**src/rtl/wb_gpio_ctrl.sv**
```systemverilog
// wb_gpio_ctrl
//   Wishbone-slave GPIO block: NUM_BUTTONS debounced buttons with sticky
//   rising-edge capture and a level interrupt, plus NUM_LEDS LED outputs with
//   per-bit output enable and per-bit blink.
//
// Ports
//   clk, reset_n          clock, synchronous active-low reset
//   i_wb_cyc/stb/we/sel   Wishbone request qualifiers and byte selects
//   i_wb_addr/i_wb_data   byte address and write data
//   o_wb_ack/o_wb_data    single-cycle acknowledge and read data
//   buttons               raw asynchronous button inputs, active-high
//   leds                  LED drive
//   led_enb               pad output enable, active-low
//   irq                   level interrupt, |(BTN_EDGE & IRQ_EN), registered
//
// Handshake: a request is cyc & stb & ~ack with a base-address match. It is
// acknowledged exactly one cycle later for one cycle; the ack itself blocks
// the next request, so a master holding stb completes every two cycles.
// Writes and read-data capture both happen on the edge that raises ack.

module wb_gpio_ctrl #(
  parameter int          NUM_BUTTONS     = 3,
  parameter int          NUM_LEDS        = 8,
  parameter int          DEBOUNCE_CYCLES = 1000,
  parameter logic [31:0] BASE_ADDR       = 32'h3000_0000
) (
  input  logic                   clk,
  input  logic                   reset_n,
  input  logic                   i_wb_cyc,
  input  logic                   i_wb_stb,
  input  logic                   i_wb_we,
  input  logic [3:0]             i_wb_sel,
  input  logic [31:0]            i_wb_addr,
  input  logic [31:0]            i_wb_data,
  output logic                   o_wb_ack,
  output logic [31:0]            o_wb_data,
  input  logic [NUM_BUTTONS-1:0] buttons,
  output logic [NUM_LEDS-1:0]    leds,
  output logic [NUM_LEDS-1:0]    led_enb,
  output logic                   irq
);

  localparam int            CW       = $clog2(DEBOUNCE_CYCLES + 1);
  localparam logic [CW-1:0] CNT_LAST = CW'(DEBOUNCE_CYCLES - 1);

  localparam logic [2:0] OFF_LED_DATA  = 3'd0;
  localparam logic [2:0] OFF_LED_OE    = 3'd1;
  localparam logic [2:0] OFF_LED_MODE  = 3'd2;
  localparam logic [2:0] OFF_BLINK_DIV = 3'd3;
  localparam logic [2:0] OFF_BTN_STATE = 3'd4;
  localparam logic [2:0] OFF_BTN_EDGE  = 3'd5;
  localparam logic [2:0] OFF_IRQ_EN    = 3'd6;

  logic                   ack_q, ack_d;
  logic [31:0]            rdata_q, rdata_d;
  logic [NUM_LEDS-1:0]    led_data_q, led_data_d;
  logic [NUM_LEDS-1:0]    led_oe_q, led_oe_d;
  logic [NUM_LEDS-1:0]    led_mode_q, led_mode_d;
  logic [23:0]            blink_div_q, blink_div_d;
  logic [23:0]            presc_q, presc_d;
  logic                   phase_q, phase_d;
  logic [NUM_BUTTONS-1:0] sync1_q, sync1_d;
  logic [NUM_BUTTONS-1:0] sync2_q, sync2_d;
  logic [NUM_BUTTONS-1:0] deb_q, deb_d;
  logic [NUM_BUTTONS-1:0] edge_q, edge_d;
  logic [NUM_BUTTONS-1:0] irq_en_q, irq_en_d;
  logic [CW-1:0]          cnt_q [NUM_BUTTONS];
  logic [CW-1:0]          cnt_d [NUM_BUTTONS];
  logic                   irq_q, irq_d;
  logic [NUM_LEDS-1:0]    leds_q, leds_d;
  logic [NUM_LEDS-1:0]    led_enb_q, led_enb_d;

  logic                   req, wr;
  logic [2:0]             offs;
  logic [31:0]            rd_mux;
  logic [NUM_BUTTONS-1:0] edge_clr;

  // Address bits below the register window and byte-lane bits beyond the
  // implemented widths carry no meaning here.
  logic unused_bits;
  assign unused_bits = ^{i_wb_addr[7:5], i_wb_addr[1:0], i_wb_data, i_wb_sel};

  assign offs = i_wb_addr[4:2];
  assign req  = i_wb_cyc & i_wb_stb & ~ack_q & (i_wb_addr[31:8] == BASE_ADDR[31:8]);
  assign wr   = req & i_wb_we;

  // Bus side: read mux, ack, register writes with byte selects.
  always_comb begin
    rd_mux = '0;
    case (offs)
      OFF_LED_DATA:  rd_mux[NUM_LEDS-1:0]    = led_data_q;
      OFF_LED_OE:    rd_mux[NUM_LEDS-1:0]    = led_oe_q;
      OFF_LED_MODE:  rd_mux[NUM_LEDS-1:0]    = led_mode_q;
      OFF_BLINK_DIV: rd_mux[23:0]            = blink_div_q;
      OFF_BTN_STATE: rd_mux[NUM_BUTTONS-1:0] = deb_q;
      OFF_BTN_EDGE:  rd_mux[NUM_BUTTONS-1:0] = edge_q;
      OFF_IRQ_EN:    rd_mux[NUM_BUTTONS-1:0] = irq_en_q;
      default:       rd_mux                  = '0;
    endcase

    ack_d       = req;
    rdata_d     = (req && !i_wb_we) ? rd_mux : 32'h0;
    led_data_d  = led_data_q;
    led_oe_d    = led_oe_q;
    led_mode_d  = led_mode_q;
    blink_div_d = blink_div_q;
    irq_en_d    = irq_en_q;
    edge_clr    = '0;

    for (int i = 0; i < NUM_LEDS; i++) begin
      if (wr && i_wb_sel[i/8]) begin
        if (offs == OFF_LED_DATA) led_data_d[i] = i_wb_data[i];
        if (offs == OFF_LED_OE)   led_oe_d[i]   = i_wb_data[i];
        if (offs == OFF_LED_MODE) led_mode_d[i] = i_wb_data[i];
      end
    end
    for (int i = 0; i < 24; i++) begin
      if (wr && i_wb_sel[i/8] && offs == OFF_BLINK_DIV) blink_div_d[i] = i_wb_data[i];
    end
    for (int i = 0; i < NUM_BUTTONS; i++) begin
      if (wr && i_wb_sel[i/8]) begin
        if (offs == OFF_IRQ_EN)   irq_en_d[i] = i_wb_data[i];
        if (offs == OFF_BTN_EDGE) edge_clr[i] = i_wb_data[i];
      end
    end
  end

  // Button path: two-flop synchroniser, stability counter, sticky edges.
  always_comb begin
    sync1_d = buttons;
    sync2_d = sync1_q;
    deb_d   = deb_q;
    for (int i = 0; i < NUM_BUTTONS; i++) begin
      cnt_d[i] = cnt_q[i];
      if (sync2_q[i] == deb_q[i]) begin
        cnt_d[i] = '0;
      end else if (cnt_q[i] == CNT_LAST) begin
        // DEBOUNCE_CYCLES consecutive differing samples: accept the new level.
        deb_d[i] = sync2_q[i];
        cnt_d[i] = '0;
      end else begin
        cnt_d[i] = cnt_q[i] + 1'b1;
      end
    end
    // A rising edge in the same cycle as a write-1-to-clear must survive.
    edge_d = (edge_q & ~edge_clr) | (deb_d & ~deb_q);
    irq_d  = |(edge_q & irq_en_q);
  end

  // Blink prescaler and LED output stage.
  always_comb begin
    presc_d = presc_q;
    phase_d = phase_q;
    if ((wr && offs == OFF_BLINK_DIV) || blink_div_q == 24'h0) begin
      presc_d = '0;
      phase_d = 1'b1;
    end else if (presc_q == blink_div_q) begin
      presc_d = '0;
      phase_d = ~phase_q;
    end else begin
      presc_d = presc_q + 24'h1;
    end
    leds_d    = led_data_q & (~led_mode_q | {NUM_LEDS{phase_q}});
    led_enb_d = ~led_oe_q;
  end

  always_ff @(posedge clk) begin
    if (!reset_n) begin
      ack_q       <= 1'b0;
      rdata_q     <= '0;
      led_data_q  <= '0;
      led_oe_q    <= '0;
      led_mode_q  <= '0;
      blink_div_q <= '0;
      presc_q     <= '0;
      phase_q     <= 1'b0;
      sync1_q     <= '0;
      sync2_q     <= '0;
      deb_q       <= '0;
      edge_q      <= '0;
      irq_en_q    <= '0;
      for (int i = 0; i < NUM_BUTTONS; i++) cnt_q[i] <= '0;
      irq_q       <= 1'b0;
      leds_q      <= '0;
      led_enb_q   <= '1;
    end else begin
      ack_q       <= ack_d;
      rdata_q     <= rdata_d;
      led_data_q  <= led_data_d;
      led_oe_q    <= led_oe_d;
      led_mode_q  <= led_mode_d;
      blink_div_q <= blink_div_d;
      presc_q     <= presc_d;
      phase_q     <= phase_d;
      sync1_q     <= sync1_d;
      sync2_q     <= sync2_d;
      deb_q       <= deb_d;
      edge_q      <= edge_d;
      irq_en_q    <= irq_en_d;
      for (int i = 0; i < NUM_BUTTONS; i++) cnt_q[i] <= cnt_d[i];
      irq_q       <= irq_d;
      leds_q      <= leds_d;
      led_enb_q   <= led_enb_d;
    end
  end

  assign o_wb_ack  = ack_q;
  assign o_wb_data = rdata_q;
  assign leds      = leds_q;
  assign led_enb   = led_enb_q;
  assign irq       = irq_q;

endmodule

```
**config.mk**
```make
export PLATFORM = sky130hd
export DESIGN_NAME = wb_gpio_ctrl
export DESIGN_NICKNAME = d
export VERILOG_FILES = /design/src/rtl/wb_gpio_ctrl.sv
export SDC_FILE = /design/constraint.sdc
export NUM_CORES = 1
export LEC_CHECK = 0
export ABC_AREA = 1
export CAP_MARGIN = 20
export CORE_ASPECT_RATIO = 0.75
export CORE_MARGIN = 4
export CORE_UTILIZATION = 40
export DETAILED_ROUTE_END_ITERATION = 6
export GPL_TIMING_DRIVEN = 0
export HOLD_SLACK_MARGIN = 0.08
export PLACE_DENSITY_LB_ADDON = 0.25
export RECOVER_POWER = 50
export SLEW_MARGIN = 5
export SYNTH_ARGS = -nofsm -noshare
export SYNTH_HDL_FRONTEND = slang
export SYNTH_SLANG_ARGS = --single-unit
```
**constraint.sdc**
```tcl
create_clock -name clk -period 1.8 [get_ports clk]
set_input_delay 0.36 -clock clk [delete_from_list [all_inputs] [get_ports clk]]
set_output_delay 0.36 -clock clk [all_outputs]
set_load 0.005 [all_outputs]
```
* Word-level counts from Yosys, hierarchy flattened *
Memories as Yosys holds them, arrays and structs flattened.
Index checks and enable logic that the tools add are counted.

storage, ports and cells
  output and inout port bits = 50
  RAM bits = 30
  memories kept = 1
  flip-flop bits (word level) = 138
  logic and storage cells = 107

memories
  memory  words  bits a word  rd ports  clocked after memory_dff  write ports  RTL line  source
  cnt_q   3      10           3         0                         3            67        logic [CW-1:0] cnt_q [NUM_BUTTONS];

operators by class
  equality and inequality tests = 14
  add/sub/neg operators = 4
  multiplexer cells = 27
  reduce and logical (&&, ||, !) cells = 21
  bitwise logic cells = 20

operators with widths
  cell                                                                number
  10-bit two-way mux                                                  9
  10-bit by 1-bit adder with 10-bit output (second input constant)    3
  10-bit == test (second input constant)                              3
  24-bit by 1-bit adder with 24-bit output (second input constant)    1
  24-bit by 22-bit == test with 1-bit output (second input constant)  1
  24-bit == test                                                      1
  24-bit zero test                                                    1
  3-bit case mux with 7 select lines                                  1
  5-bit case mux with 4 select lines                                  1
  1-bit two-way mux                                                   16
  8-bit inverter                                                      2
  2-bit AND reduction                                                 5
  3-bit bitwise AND                                                   3
  3-bit == test (second input constant)                               3
  8-bit bitwise AND                                                   1
  1-bit logical AND                                                   8
  8-bit bitwise OR                                                    1
  3-bit by 2-bit == test with 1-bit output (second input constant)    2
  3-bit inverter                                                      2
  3-bit OR reduction                                                  2
  1-bit bitwise AND                                                   4
  1-bit == test                                                       3
  3-bit by 1-bit == test with 1-bit output (second input constant)    1
  3-bit zero test                                                     1
  7 further kinds                                                     11

* Depth between registers and ports, before layout *
Gate-level depths: netlist (run 1).

  depth after elaboration = 9
  mapped depth = 11

* Least setup slack after synthesis (run 1) *
Ideal clock, no wire load.

  path type = input port to flip-flop
  start = input i_wb_addr[24]
  end = register led_mode_q[0]
  stages = 9
  arrival = 1.483 ns
  setup time = 0.113 ns
  setup slack = 0.204 ns
  cell sequence = or2_1 -> nor2_2 -> nand3_2 -> nor2_4 -> buf_6 -> nand4_4 -> buf_6 -> nor2_1 -> nor2_1

on the way
  cells in the longest elaborated chain, start to end = 5

RTL lines
  item                                        RTL line  source
  start, declared                             33        input logic [31:0] i_wb_addr,
  24-bit by 22-bit == test with 1-bit output  84        assign req = i_wb_cyc & i_wb_stb & ~ack_q & (i_wb_addr[31:8] == BASE_ADDR[31:8]);
  1-bit bitwise AND                           84
  1-bit bitwise AND                           85        assign wr = req & i_wb_we;
  1-bit logical AND                           111       if (wr && i_wb_sel[i/8]) begin
  2-bit AND reduction (no source line)        -
  end signal, assigned                        191       led_mode_q <= led_mode_d;
  end, declared                               58        logic [NUM_LEDS-1:0] led_mode_q, led_mode_d;

No other way between the ends.
A chain may end at the register's enable or synchronous reset.

* Final worst setup path (run 1) *
  start = register ack_q (netlist: o_wb_ack)
  end = register rdata_q[13] (netlist: o_wb_data[13])

on the way
  cells in the longest elaborated chain, start to end = 5

RTL lines
  item                                  RTL line  source
  start, declared                       54        logic ack_q, ack_d;
  start signal, assigned                187       ack_q <= ack_d;
  1-bit inverter                        84
  1-bit bitwise AND (2 in a row)        84
  1-bit logical AND                     102       rdata_d = (req && !i_wb_we) ? rd_mux : 32'h0;
  3-bit AND reduction (no source line)  -
  end signal, assigned                  188       rdata_q <= rdata_d;
  end, declared                         55        logic [31:0] rdata_q, rdata_d;

No other way between the ends.

==> results.md, run 1 <==
- Vias: 6,982
- WL final: roughly 20,000 µm
- I/O Buffers: 99
- Worst R2R End: o_wb_data[13]
- Hold-fix buffers, CTS: 0
- Setup slack, reg-to-reg: approximately 0.028 ns
- Global-route usage over all layers: roughly a fifth
- Vias in the first global route: about 6,400
- Worst-path cell chain: nor2_2, nand3_1, nor2_1, nand2_1, nor2_4, buf_12, nand3b_4, nor2_4, nand3_4, clkbuf_16, nor2_1
- Pleak: ~4.3 nW
- Root buffer cell: clkbuf_16
- Peak VDD IR: slightly above 0.0005 V
- Critical path's slowest cell: dfxtp_2
- Number of synthesized flops with an enable pin: 0
- Slew Limit Fails: 0
- Post-synthesis sequential area ratio: between 40% and 50%
- Cell area after synthesis: 0.00750 mm²
- Max cap viols: 0
- Hold EP: o_wb_data[9]
- Levels on crit path: 11
- Worst-path clk slew: 0.07 ns
- RePlAce Congestion: 0.924
- Post-synthesis cell count: ~1,100
- Setup-failing EPs final: 0
- Top FF cell, synth: dfxtp_1
- Fin util: between 50% and 60%
- CTS max path bufs: 2
- Hold_sp: i_wb_addr[2]
- Setup Crit Path Kind: reg -> reg
- FFs w/ async S/R, synth: 0%
- # IOs: about 130
- RR Startpoint: o_wb_ack
- Setup Skew: a little under 0.008 ns
- Design Area, Final: a little under 0.01 mm²
- Worst EP arrival: about 2.1 ns
- R2R depth: 11
- Sink Count: 160
- Number of diodes: 0
- DR DRC count: 0
- Die height: approximately 130 µm
- Worst-Margin Slew: around 0.76 ns
- Final period utilization: between 90% and 100%
- Syn avg cell area: approximately 7 µm²
- Initial core utilization: between 40% and 50%
- PwrDens: 816 mW/mm²
- Slew headroom: roughly half
- Skew-Pair Late Insertion Delay: about 0.43 ns
- CP Max Fanout: 7
- Crit-path max cell delay: ~0.32 ns
- YS warnings: 0
- Worst Path Buf+Inv: 2
- Die area: 0.0210 mm²
- H-tree depth: 4
- Critical path startpoint category: flip-flop
- Vias per cell: 4.73
- #FFs+latches synth: 160
- Grt ovf: 0
- First-pass detailed-route iteration total: 5
- Hold WS: a little over 0.3 ns
- Fmax: 0.564 GHz
- Chip Width: between 150 and 200 µm
- CTS tree: yes
- Post-synth cell types: 39
- Layout cell share with drive strength beyond 1: under 10%
- First-pass GRT wire length: between 30,000 and 40,000 µm
- Final Hold Vio Count: 0
- Routed length per instance: 13.8 µm
- Crit end category: flip-flop
- Hold path depth: 3
- Critical path's top delay family: simple AND/OR/NAND/NOR gates
- Post-layout nets: between 1,000 and 1,500
- CTS buffer count: 17
- Largest net degree at the start of global routing: 17
- DRT iter0 DRCs: approximately 460
- Core ar.: 0.0185 mm²
- Final min period: 1.77 ns
- Area delta synth->final: 31.0%
- Post-DP HPWL: approximately 15,000 µm
- CP required: about 2.2 ns
- Status: finished clean
- Initial antenna violation count: 0
- RSZ-0062 raised after global routing: true
- Hold/Removal Path Class: in -> reg
- Detail Route Antenna Nets: 0
- Power consumption: roughly 0.008 W
- Placement Rows: 43
- Placed instance area: 0.00883 mm²
==> synthesized netlist by cell type (all sizes together), types with 5 or more instances <==
cell type / n / area share (%)
a21oi: 22 / 1.5
nand3: 27 / 1.9
xor2: 23 / 2.7
nor3b: 10 / 1.0
o22ai: 11 / 0.92
a221oi: 6 / 0.70
nor2: 241 / 13
dfxtp: 160 / 43
inv: 143 / 7.2
clkbuf: 5 / 0.65
nand4: 23 / 3.1
a211oi: 10 / 1.0
nand2: 309 / 15
buf: 26 / 3.5
nor3: 23 / 1.8
==> layout by cell type (no fill, tap or decap), types with 3 or more instances in the layout <==
cell type | synthesis | routed
a211oi_1 | 10 | 10
a21oi_1 | 22 | 22
a221oi_1 | 6 | 6
buf_12 | 2 | 5
buf_4 | 8 | 21
buf_6 | 13 | 13
bufinv_16 | 0 | 5
clkbuf_1 | 2 | 3
clkbuf_16 | 0 | 19
clkbuf_8 | 3 | 3
clkdlybuf4s50_1 | 0 | 94
conb_1 | 1 | 8
dfxtp_1 | 160 | 157
dfxtp_2 | 0 | 3
dlymetal6s2s_1 | 0 | 4
ha_1 | 4 | 4
inv_1 | 143 | 142
inv_6 | 0 | 3
inv_8 | 0 | 4
nand2_1 | 309 | 309
nand3_1 | 25 | 21
nand3_2 | 2 | 4
nand4_1 | 17 | 17
nand4_4 | 6 | 6
nor2_1 | 231 | 222
nor2_2 | 8 | 12
nor2_4 | 2 | 7
nor3_1 | 21 | 19
nor3_2 | 0 | 3
nor3b_1 | 10 | 9
nor4_1 | 4 | 4
o21a_1 | 3 | 3
o21ai_0 | 4 | 4
o221ai_1 | 3 | 3
o22ai_1 | 11 | 11
xnor2_1 | 4 | 4
xor2_1 | 23 | 23
==> state kept, by name (all words and copies together) (netlist names), 8 cells and up <==
name         cells
led_oe_q         8
leds             8
o_wb_data       24
cnt_q           30
led_data_q       8
led_mode_q       8
blink_div_q     24
led_enb          8
presc_q         24
==> what timing repair did <==
action                                  in CTS  in global routing
resized for setup                            8                 33
endpoints found under the setup margin      43                 83
pin swaps                                    3                 13
cloned                                       0                  2
buffers inserted                             5                 11
==> metrics by stage <==
step | setup slack (ns) | std cells | TNS [ns]
after global placement | -0.533 | 1426 | -45.18
final | 0.0284 | 1476 | 0
after detailed placement | -0.548 | 1426 | -44.82
after floorplan | 0.204 | 1080 | 0
after global routing | -0.0642 | 1476 | -0.449
after CTS | 0.00826 | 1463 | 0
==> tightest hold or removal path, stage by stage <==
cell,delay [ns]
buf_6,0.12
nand3_4,0.15
nor2_1,0.05
==> worst max-delay path by stage <==
stage | startpoint | to | slack [ns]
2_1_floorplan | i_wb_addr[24] | led_mode_q[0] | 0.20
3_3_place_gp | i_wb_addr[3] | presc_q[14] | -0.53
3_5_place_dp | i_wb_addr[3] | presc_q[20] | -0.55
4_1_cts | i_wb_addr[24] | o_wb_data[14] | 0.008
5_1_grt | o_wb_ack | o_wb_data[13] | -0.06
6_report | o_wb_ack | o_wb_data[13] | 0.03
==> power by group <==
| group | internal [W] | leakage [nW] | total, W | switching [W] |
|---|---|---|---|---|
| clock network | 0.00251 | 0.322 | 0.00413 | 0.00162 |
| logic | 0.000170 | 2.67 | 0.000332 | 0.000162 |
| registers | 0.00355 | 1.29 | 0.00355 | 0.00000599 |
==> area by class of cell <==
| class | instances | area [µm²] |
|---|---|---|
| repair buffers | 117 | 1200 |
| plain buffers | 31 | 328 |
| inverters | 145 | 544 |
| clock inverters | 15 | 245 |
| clock buffers | 17 | 425 |
| flip-flops and latches | 160 | 3210 |
| fillers | 1758 | 8620 |
| multi-input cells | 744 | 3570 |
| well taps | 247 | 309 |
==> cell families (layout without fill, tap and decap cells) <==
kind of cell    count (synthesis)  after routing  share of synthesized area [%]
simple gates                  642            642                           36.7
buf+inv                       176            325                           11.4
flops                         160            160                           42.7
compound gates                 63             63                           5.37
xor+xnor                       27             27                           3.15
fa+ha+maj                       4              4                          0.667
other cells                     1              8                         0.0500
==> metal layers <==
layer,wire length [µm],up-vias,track usage (%)
met2,8240,217,27.0
met1,10500,3151,29.2
met3,1430,25,4.42
li1,-,3589,-
met5,0,-,0
met4,301,0,5.72
Power figures use the tool's default switching activity.
==> inputs of run 2 (changes only) <==
CORE_ASPECT_RATIO = default   (was 0.75)
SLEW_MARGIN = 25   (was 5)
==> results.md, run 2 (same netlist as run 1, synthesis figures left out) <==
- CP Max Fanout: 8 (+1)
- Largest net degree at the start of global routing: 17 (unchanged)
- Detail Route Antenna Nets: 0 (unchanged)
- Flop pwr share: 47.8% (+3.5 points)
- Pre-CTS setup slack: -0.548 ns (+0.000425 ns)
- Worst-Margin Slew: 0.569 ns (-0.195 ns)
- Crit end category: flip-flop
- Vias per cell: 4.67 (-1.2%)
- Placed instance area: 0.00881 mm² (-0.26%)
- Status: finished clean
- First-pass detailed-route iteration total: 5 (unchanged)
- First-pass GRT wire length: 30,900 µm (-5.6%)
- Slew Limit Fails: 0 (unchanged)
- Grt ovf: 0 (unchanged)
- I/O Buffers: 99 (unchanged)
- Initial core utilization: 41.2% (+0.55 points)
- Slew headroom: 62.1% (+13 points)
- Setup Skew: 0.00794 ns (+0.000255 ns)
- # IOs: 126 (unchanged)
- Peak VDD IR: 0.000614 V (+19%)
- RePlAce Congestion: 0.939 (+1.7%)
- Die height: 145 µm (+14%)
- Post-layout nets: 1,300 (+0.31%)
- DR DRC count: 0 (unchanged)
- Post-DP HPWL: 14,400 µm (-4.7%)
- Setup Crit Path Kind: in -> reg
- Hold/Removal Path Class: in -> reg
- Pleak: 4.19 nW (-2.1%)
- Crit-path max cell delay: 0.39 ns (+0.07 ns)
- Area delta synth->final: 29.9%
- Biggest register: cnt_q
- Critical path's slowest cell: clkdlybuf4s50_1
- Placed cell count: 1,408 (-1.3%)
- Switching fraction of total power: 23.7% (+1.4 points)
- Initial antenna violation count: 0 (unchanged)
- CTS tree: yes
- Chip Width: 145 µm (-13%)
- Design Area, Final: 0.00975 mm² (-0.83%)
- Final period utilization: 98.5% (+0.12 points)
- Number of diodes: 0 (unchanged)
- Final min period: 1.77 ns (+0.00209 ns)
- Fmax: 0.564 GHz (-0.12%)
- Switching power: 0.00176 W (-1.3%)
- Worst-path clk slew: 0.06 ns (about the same)
- CTS buffer count: 17 (unchanged)
- Max reg flops: 30 (unchanged)
- CP required: 2.17 ns (about the same)
- Layout cell share with drive strength beyond 1: 11.5% (+1.8 points)
- Max cap viols: 0 (unchanged)
- DRT iter0 DRCs: 454 (-0.22%)
- Critical path startpoint category: primary input
- Root buffer cell: clkbuf_16
- Fin util: 53.5% (+0.27 points)
- Final Non-Filler Cells: 1,462 (-0.95%)
- Vias: 6,833 (-2.1%)
- Setup WS post-layout: 0.0263 ns (-0.00209 ns)
- Die area: 0.0210 mm² (-0.11%)
- Global-route usage over all layers: 17.9% (-1.3 points)
- H-tree depth: 4 (unchanged)
- Core ar.: 0.0182 mm² (-1.3%)
- Internal power: 0.00567 W (-9.0%)
- Vias in the first global route: 6,294 (-1.9%)
- Placement Rows: 49 (+14%)
- Commonest non-fill, non-tap cell in the layout: nand2_1
- CTS max path bufs: 2 (unchanged)
- Critical path's top delay family: simple AND/OR/NAND/NOR gates
- Routed length per instance: 13.1 µm (-5.2%)
- Setup TNS: 0 ns (unchanged)
- PwrDens: 763 mW/mm² (-6.5%)
- Worst Path Buf+Inv: 3 (+1)
- Worst-path cell chain: clkdlybuf4s50_1, or2_1, nor2_2, nand3_2, nor2_4, buf_12, nand4_4, buf_6, nand2_2, nand2_1, nor2_1
- Final Hold Vio Count: 0 (unchanged)
- Setup-failing EPs final: 0 (unchanged)
- Sink Count: 160 (unchanged)
- Hold-fix buffers, CTS: 0 (unchanged)
- Clk pwr share: 47.7% (-3.8 points)
- Comb pwr share: 4.5% (+0.4 points)
- Commonest non-fill, non-tap cells in the layout: 300 x nand2_1, 210 x nor2_1, 158 x dfxtp_1
- Skew-Pair Late Insertion Delay: 0.43 ns (about the same)
- RSZ-0062 raised after global routing: true
- Worst EP arrival: 2.14 ns (about the same)
- WL final: 19,200 µm (-6.1%)
[run 2: cell types whose count changed in the layout (fill, tap and decap cells not counted), sizes merged]
| cell | delta |
|---|---|
| clkinv | +3 |
| dlygate4sd2 | -1 |
| buf | +6 |
| inv | -1 |
| dlymetal6s2s | -2 |
| clkdlybuf4s50 | +3 |
| clkbuf | -1 |
| bufinv | -4 |
| clkinvlp | +1 |
[run 2: metal layers]
layer / track usage (%) / part of all wire [%] / vias to the layer above
met5: 0 / 0 / -
met3: 3.15 / 3.6 / 30
met2: 29.2 / 46 / 132
li1: - / - / 3611
met4: 6.60 / 2.0 / 0
met1: 24.0 / 48 / 3060
[run 2: stage by stage]
stage	power, W	hold slack (ns)
final	0.00744	0.251
after global routing	0.00767	0.259
after floorplan	0.00377	0.358
after global placement	0.00395	0.365
after CTS	0.00749	0.282
after detailed placement	0.00395	0.364
[run 2: cell type report]
class | instances | area [µm²]
multi-input cells | 744 | 3600
inverters | 145 | 544
fillers | 1783 | 8460
plain buffers | 31 | 332
well taps | 229 | 287
clock inverters | 14 | 150
flip-flops and latches | 160 | 3210
repair buffers | 121 | 1200
clock buffers | 18 | 429
[run 2: power groups by stage]
stage | logic, W | registers [W] | clock network (W)
2_1_floorplan | 0.000135 | 0.00363 | 0
3_3_place_gp | 0.000318 | 0.00363 | 0
3_5_place_dp | 0.000319 | 0.00363 | 0
4_1_cts | 0.000323 | 0.00355 | 0.00361
5_1_grt | 0.000359 | 0.00355 | 0.00376
6_report | 0.000336 | 0.00355 | 0.00355
[run 2: tightest hold or removal path, cell delays in order]
cell	delay [ns]
buf_6	0.13
nand3_4	0.10
nor2_1	0.05
[run 2: what timing repair did]
action | in CTS | in global routing
endpoints found under the setup margin | 29 | 74
gates cloned | 0 | 6
buffers inserted | 1 | 15
pin swaps | 1 | 16
resized for setup | 6 | 55
endpoints found under the hold margin | 0 | 0
[run 2: worst paths after layout]
kind	startpoint	end	slack, ns	cells after the start
worst max-delay path	i_wb_addr[24]	blink_div_q[14]	0.03	11
worst min register to register	led_oe_q[0]	led_enb[0]	0.38	1
worst max register to register	o_wb_ack	blink_div_q[14]	0.08	11
worst min-delay path	i_wb_addr[2]	o_wb_data[23]	0.25	3
